`src/rtl/mem_data_arbiter.sv`:
```
// mem_data_arbiter: round-robin sharing of the data memory between two ports.
// Registered command stage drives memory; reads and errors answer two cycles after grant.
module mem_data_arbiter #(
   parameter int unsigned MEM_BYTES = 1 << 20,
   parameter int unsigned AW        = 32,
   parameter int unsigned DW        = 32
) (
   input  logic          i_clk,
   input  logic          i_rst_n,
   input  logic          i_clk_enable,
   input  logic          i_req0,
   input  logic          i_req1,
   input  logic          i_we0,
   input  logic          i_we1,
   input  logic [AW-1:0] i_addr0,
   input  logic [AW-1:0] i_addr1,
   input  logic [DW-1:0] i_wdata0,
   input  logic [DW-1:0] i_wdata1,
   output logic          o_gnt0,
   output logic          o_gnt1,
   output logic          o_rvalid0,
   output logic          o_rvalid1,
   output logic [DW-1:0] o_rdata,
   output logic          o_err,
   output logic          o_mem_write,
   output logic [AW-1:0] o_mem_addr,
   output logic [DW-1:0] o_mem_data,
   input  logic [DW-1:0] i_mem_data
);

   localparam logic [AW-1:0] LAST_WORD = AW'(MEM_BYTES - 32'd4);

   logic          rr_q, rr_d;
   logic          cmd_valid_q, cmd_valid_d;
   logic          cmd_id_q, cmd_id_d;
   logic          cmd_we_q, cmd_we_d;
   logic          cmd_err_q, cmd_err_d;
   logic [AW-1:0] cmd_addr_q, cmd_addr_d;
   logic [DW-1:0] cmd_wdata_q, cmd_wdata_d;
   logic          resp_valid_q, resp_valid_d;
   logic          resp_id_q, resp_id_d;
   logic [DW-1:0] rdata_q, rdata_d;
   logic          err_q, err_d;

   logic          gnt0, gnt1, gnt_any;
   logic          sel_we, sel_err, rsp_fire;
   logic [AW-1:0] sel_addr;
   logic [DW-1:0] sel_wdata;

   // Round-robin grant: rr_q names the port that wins when both request.
   always_comb begin
      gnt0      = i_clk_enable & i_req0 & (~i_req1 | ~rr_q);
      gnt1      = i_clk_enable & i_req1 & (~i_req0 | rr_q);
      gnt_any   = gnt0 | gnt1;
      sel_we    = gnt1 ? i_we1 : i_we0;
      sel_addr  = gnt1 ? i_addr1 : i_addr0;
      sel_wdata = gnt1 ? i_wdata1 : i_wdata0;
      sel_err   = (sel_addr[1:0] != 2'b00) | (sel_addr > LAST_WORD);
      rsp_fire  = cmd_valid_q & (~cmd_we_q | cmd_err_q);
   end

   // Next state for command and response stages; everything holds while disabled.
   always_comb begin
      rr_d         = rr_q;
      cmd_valid_d  = cmd_valid_q;
      cmd_id_d     = cmd_id_q;
      cmd_we_d     = cmd_we_q;
      cmd_err_d    = cmd_err_q;
      cmd_addr_d   = cmd_addr_q;
      cmd_wdata_d  = cmd_wdata_q;
      resp_valid_d = resp_valid_q;
      resp_id_d    = resp_id_q;
      rdata_d      = rdata_q;
      err_d        = err_q;
      if (i_clk_enable) begin
         cmd_valid_d  = gnt_any;
         resp_valid_d = rsp_fire;
         if (gnt_any) begin
            rr_d        = ~gnt1;
            cmd_id_d    = gnt1;
            cmd_we_d    = sel_we;
            cmd_err_d   = sel_err;
            cmd_addr_d  = sel_addr;
            cmd_wdata_d = sel_wdata;
         end
         if (rsp_fire) begin
            resp_id_d = cmd_id_q;
            rdata_d   = cmd_err_q ? '0 : i_mem_data;
            err_d     = cmd_err_q;
         end
      end
   end

   // Pipeline registers; reset drops any in-flight command or response.
   always_ff @(posedge i_clk or negedge i_rst_n) begin
      if (!i_rst_n) begin
         rr_q         <= 1'b0;
         cmd_valid_q  <= 1'b0;
         cmd_id_q     <= 1'b0;
         cmd_we_q     <= 1'b0;
         cmd_err_q    <= 1'b0;
         cmd_addr_q   <= '0;
         cmd_wdata_q  <= '0;
         resp_valid_q <= 1'b0;
         resp_id_q    <= 1'b0;
         rdata_q      <= '0;
         err_q        <= 1'b0;
      end else begin
         rr_q         <= rr_d;
         cmd_valid_q  <= cmd_valid_d;
         cmd_id_q     <= cmd_id_d;
         cmd_we_q     <= cmd_we_d;
         cmd_err_q    <= cmd_err_d;
         cmd_addr_q   <= cmd_addr_d;
         cmd_wdata_q  <= cmd_wdata_d;
         resp_valid_q <= resp_valid_d;
         resp_id_q    <= resp_id_d;
         rdata_q      <= rdata_d;
         err_q        <= err_d;
      end
   end

   // Output mapping; the write strobe is suppressed for errored commands.
   always_comb begin
      o_gnt0      = gnt0;
      o_gnt1      = gnt1;
      o_rvalid0   = resp_valid_q & ~resp_id_q;
      o_rvalid1   = resp_valid_q & resp_id_q;
      o_rdata     = rdata_q;
      o_err       = err_q;
      o_mem_addr  = cmd_addr_q;
      o_mem_data  = cmd_wdata_q;
      o_mem_write = cmd_valid_q & cmd_we_q & ~cmd_err_q & i_clk_enable;
   end

endmodule
```
`config.mk`:
```
export PLATFORM = sky130hd
export DESIGN_NAME = mem_data_arbiter
export DESIGN_NICKNAME = d
export VERILOG_FILES = /design/src/rtl/mem_data_arbiter.sv
export SDC_FILE = /design/constraint.sdc
export NUM_CORES = 1
export LEC_CHECK = 0
export CORE_MARGIN = 4
export CORE_UTILIZATION = 41
export DETAILED_ROUTE_END_ITERATION = 8
export GPL_TIMING_DRIVEN = 0
export HOLD_SLACK_MARGIN = 0.02
export PLACE_DENSITY = 0.91
export SLEW_MARGIN = 20
export SYNTH_ARGS = -nofsm -noshare
export SYNTH_HDL_FRONTEND = slang
export SYNTH_SLANG_ARGS = --single-unit
```
`constraint.sdc`:
```
create_clock -name i_clk -period 4.1 [get_ports i_clk]
set_input_delay 0.82 -clock i_clk [delete_from_list [all_inputs] [get_ports i_clk]]
set_output_delay 0.82 -clock i_clk [all_outputs]
set_load 0.03 [all_outputs]
```
# --- After elaboration in Yosys (flattened, before gate mapping) ---
# Index checks and enable logic that the tools add are counted.
classes:
  n_lt_le_gt_ge: 1
  n_bitwise: 22
  mux: 4
  reduce_logical: 3
op_table:
  columns: ["operator", "n"]
  rows:
  - ["$mux W32", 3]
  - ["$gt A32 B20 Y1 const B", 1]
  - ["$and A1 B1 Y1", 10]
  - ["$not A1 Y1", 7]
  - ["$or A1 B1 Y1", 5]
  - ["$reduce_and A2 Y1", 2]
  - ["$reduce_bool A2 Y1", 1]
  - ["$mux W1", 1]
word_totals:
  regBits: 104
  wordCells: 41
  output_inout_bits: 102

# --- Logic depth before layout (Yosys ltp) ---
# Gate-level depths: netlist of run 1.
depth:
  ltp_word: 6
  depth_mapped: 8

# --- Worst setup path after synthesis of run 1 ---
# No wires, ideal clock.
synth_timing:
  kind: "in2out"
  startpoint: "input port i_clk_enable"
  endpoint: "output port o_gnt0"
  path_stages: 4
  arrival_ps: 1618
  required_ps: 3280
  setup_slack_ps: 1662
  cell_sequence: "buf_6 > nand3_1 > inv_1 > clkbuf_1"
synth_via:
  elab_chain_cells: 2
synth_rtl:
  columns: ["element", "line_no", "source"]
  rows:
  - ["from (decl)", "10", "input logic i_clk_enable,"]
  - ["$and A1 B1 Y1 (2 in a row)", "52", "gnt0 = i_clk_enable & i_req0 & (~i_req1 | ~rr_q);"]
  - ["to (decl)", "19", "output logic o_gnt0,"]
# Every way passes these cells.

# --- Worst setup path in the final report of run 1 ---
layout_timing:
  startpoint: "input port i_req0"
  endpoint: "output port o_gnt0"
layout_via:
  elab_chain_cells: 2
layout_rtl:
  columns: ["element", "line_no", "source"]
  rows:
  - ["from (decl)", "11", "input logic i_req0,"]
  - ["$and A1 B1 Y1 (2 in a row)", "52", null]
# Every way passes these cells.

==> metrics.md, run 1 <==
| Metric | Value |
|---|---|
| Kind of critical path | `in2out` |
| Final std cells w/o fill | `901` |
| Yosys warns | `0` |
| Crit. End Element | `primary output` |
| Seq/Total Area, Yosys | `57.6%` |
| Post-cts resize count | `0` |
| CP startpoint kind | `primary input` |
| Wire per inst | `17.9 um` |
| Number of global-route vias before repair | `4988` |
| Nets | `922` |
| Reg2reg path depth | `6` |
| Vias after detailed routing | `4752` |
| Vias/cell | `5.27` |
| P_leak | `0.00326 uW` |
| Hold_buf cts | `0` |
| Port Buffers | `267` |
| Global route total overflow | `0` |
| Die Width | `113 um` |
| Max Slew Vio Count | `0` |
| Clk sinks | `104` |
| Yosys top cell area share | `57.6%` |
| Largest family of logic cells by synthesized area | `simple AND/OR/NAND/NOR gates` |
| Placer Congestion | `0.862` |
| Flop2flop setup slack | `2.38 ns` |
| Final Skew | `0.0112 ns` |
| PwrDens | `358 nW/um2` |
| Rel. slew slack | `65.1%` |
| Global-route wire length before repair | `25000 um` |
| Mean Syn Cell Area | `9.49 um2` |
| Drt pass-1 iters | `6` |
| Endpoints failing setup | `0` |
| Synth Area in Simple Gates | `19.1%` |
| Placed cell area | `7390 um2` |
| Die ar. | `12800 um2` |
| Multi-input gate area | `1620 um2` |
| Routed Antenna Nets | `0` |
| Total track usage | `25.0%` |
| Initial antenna violation count | `1` |
| Util after Layout | `70.6%` |
| Final TNS setup | `0 ns` |
| Period utilization | `91.3%` |
| R2R Path Start | `rr_q$_DFFE_PN0P_` |
| FF-to-FF End | `o_mem_data[8]$_DFFE_PN0P_` |
| Clk buf depth | `2` |
| Placed Cells | `884` |
| CP required | `3.28 ns` |
| Max FO, Critical Path | `10` |
| Yosys cell types | `26` |
| Status | `complete, no violations` |
| Crit path from | `i_req0` |
| Synthesized instance count | `476` |
| Skew-Pair Late Insertion Delay | `0.37 ns` |
| Synth Area in Compound Gates | `16.5%` |
| Drc violations | `0` |
| Fillers | `816` |
| Post-Syn Area | `4520 um2` |
| Worst Setup EP | `o_gnt0` |
| Syn Nets | `643` |
| PnR worst setup slack | `0.357 ns` |
| Root Driver | `clkbuf_8` |
| Cell Rows | `38` |
| DRT iter0 DRCs | `360` |
| Largest net degree at the start of global routing | `63` |
| Adder-cell area share of the yosys netlist | `0%` |
| Commonest non-fill, non-tap cells in the layout | `clkdlybuf4s50_1 (266), nand2_1 (105), dfrtp_1 (104)` |
| CTS tree | `yes` |
| Tightest Pin Transition | `0.523 ns` |
| #FFs+latches synth | `104` |
| Initial Util | `41.9%` |
| Post-Synth XOR/XNOR Area | `0%` |
| Die height | `113 um` |
| # Post-CTS Setup Buffers | `0` |
| FMAX | `267 MHz` |
| Commonest non-fill, non-tap cell in the layout | `clkdlybuf4s50_1` |
| Register area | `2600 um2` |
| RSZ-0062 raised after global routing | `false` |
| Post-synthesis mux area share | `0.249%` |
| Num CTS Buffers | `9` |
| Core area | `10800 um2` |
| Fin crit period | `3.74 ns` |
| Maximum level of the CTS H-tree | `3` |
| Post-Place Worst Slack | `0.383 ns` |
| I/O pins | `269` |
| Fin area | `7620 um2` |
| Worst Hold Class | `in2async` |
| Routed wire length | `16100 um` |
| Synth area leader | `dfrtp_1` |
| Largest cells by area after synthesis | `dfrtp_1 (58%), nand2_1 (8.7%), a222oi_1 (6.9%)` |
| Area Growth Syn to Fin | `68.6%` |
| Clock slew at reported path FFs | `0.09 ns` |
| Crit path DAT | `2.92 ns` |
| Layout cells sized above 1 | `4.61%` |
| HPWL Detailed | `12700 um` |
| VDD IR-drop max | `216 uV` |
| Final Hold Fails | `0` |
| Max-cap violations | `0` |
[metal layers]
| layer | global-route usage, % | share of wire (%) | vias to the layer above |
|---|---|---|---|
| li1 | - | - | 2188 |
| met1 | 28.0 | 36 | 2256 |
| met2 | 41.9 | 50 | 260 |
| met3 | 8.56 | 9.5 | 48 |
| met4 | 13.5 | 4.4 | 0 |
| met5 | 0 | 0 | - |
[Yosys cell counts]
cell type	n
a2111o_1	1
a211oi_1	1
a222oi_1	31
a31oi_1	33
and2_1	1
and2_4	1
buf_2	10
buf_6	3
clkbuf_1	22
dfrtp_1	104
inv_1	34
inv_2	1
mux2_2	1
nand2_1	105
nand2_8	1
nand2b_1	33
nand2b_2	1
nand3_1	6
nor2_1	42
nor3_1	1
nor4_1	4
o21a_1	1
o21ai_0	35
o21ai_1	1
o22ai_1	2
o32ai_1	1
[state kept, by name (all words and copies together), names as in the netlist]
| signal | count |
|---|---|
| cmd_err_q | 1 |
| cmd_id_q | 1 |
| cmd_valid_q | 1 |
| cmd_we_q | 1 |
| o_err | 1 |
| o_mem_addr | 32 |
| o_mem_data | 32 |
| o_rdata | 32 |
| resp_id_q | 1 |
| resp_valid_q | 1 |
| rr_q | 1 |
[worst min path at each step]
stage	cells past startpoint	end	slack, ns	from
final	1	o_rdata[0]$_DFFE_PN0P_	0.36	i_rst_n
after global routing	1	o_mem_addr[20]$_DFFE_PN0P_	0.37	i_rst_n
after CTS	1	o_rdata[0]$_DFFE_PN0P_	0.36	i_rst_n
after detailed placement	2	o_rdata[15]$_DFFE_PN0P_	0.47	o_rdata[15]$_DFFE_PN0P_
after global placement	2	cmd_id_q$_DFFE_PN0P_	0.46	cmd_id_q$_DFFE_PN0P_
after floorplan	2	cmd_id_q$_DFFE_PN0P_	0.44	cmd_id_q$_DFFE_PN0P_
[critical path: stages]
cell	delay, ns
clkdlybuf4s50_1	0.56
nand3_1	0.18
inv_1	0.21
clkbuf_1	0.39
clkdlybuf4s50_1	0.76
[per-stage QoR]
step | power [uW] | hold slack (ns)
after floorplan | 1570 | 0.443
after global placement | 2010 | 0.462
after detailed placement | 2040 | 0.469
after CTS | 2750 | 0.360
after global routing | 2850 | 0.373
final | 2730 | 0.360
[power by group]
| group | switching, uW | internal [uW] | total (uW) |
|---|---|---|---|
| Sequential | 61.4 | 1130 | 1190 |
| Combinational | 439 | 388 | 828 |
| Clock | 349 | 360 | 709 |
[cell families after synthesis]
group,after synthesis
buf+inv,70
flops,104
mux,1
compound gates,106
simple gates,195
[final cells by class]
| cell class | instances | area share (%) |
|---|---|---|
| repair buffers | 268 | 35.5 |
| flip-flops and latches | 104 | 34.2 |
| multi-input cells | 302 | 21.2 |
| well taps | 140 | 2.30 |
| plain buffers | 35 | 2.18 |
| clock buffers | 11 | 1.86 |
| inverters | 35 | 1.72 |
| clock inverters | 5 | 1.05 |
| diodes | 1 | 0.0328 |
(Power assumes the default switching activity.)
==> run 2: changes to the inputs <==
--- a/config.mk
+++ b/config.mk
@@ -15,3 +15,4 @@
 export SYNTH_ARGS = -nofsm -noshare
 export SYNTH_HDL_FRONTEND = slang
 export SYNTH_SLANG_ARGS = --single-unit
+export TNS_END_PERCENT = 10
==> results of run 2 <==
The final DEF is identical to that of run 1; final timing and power are the same.
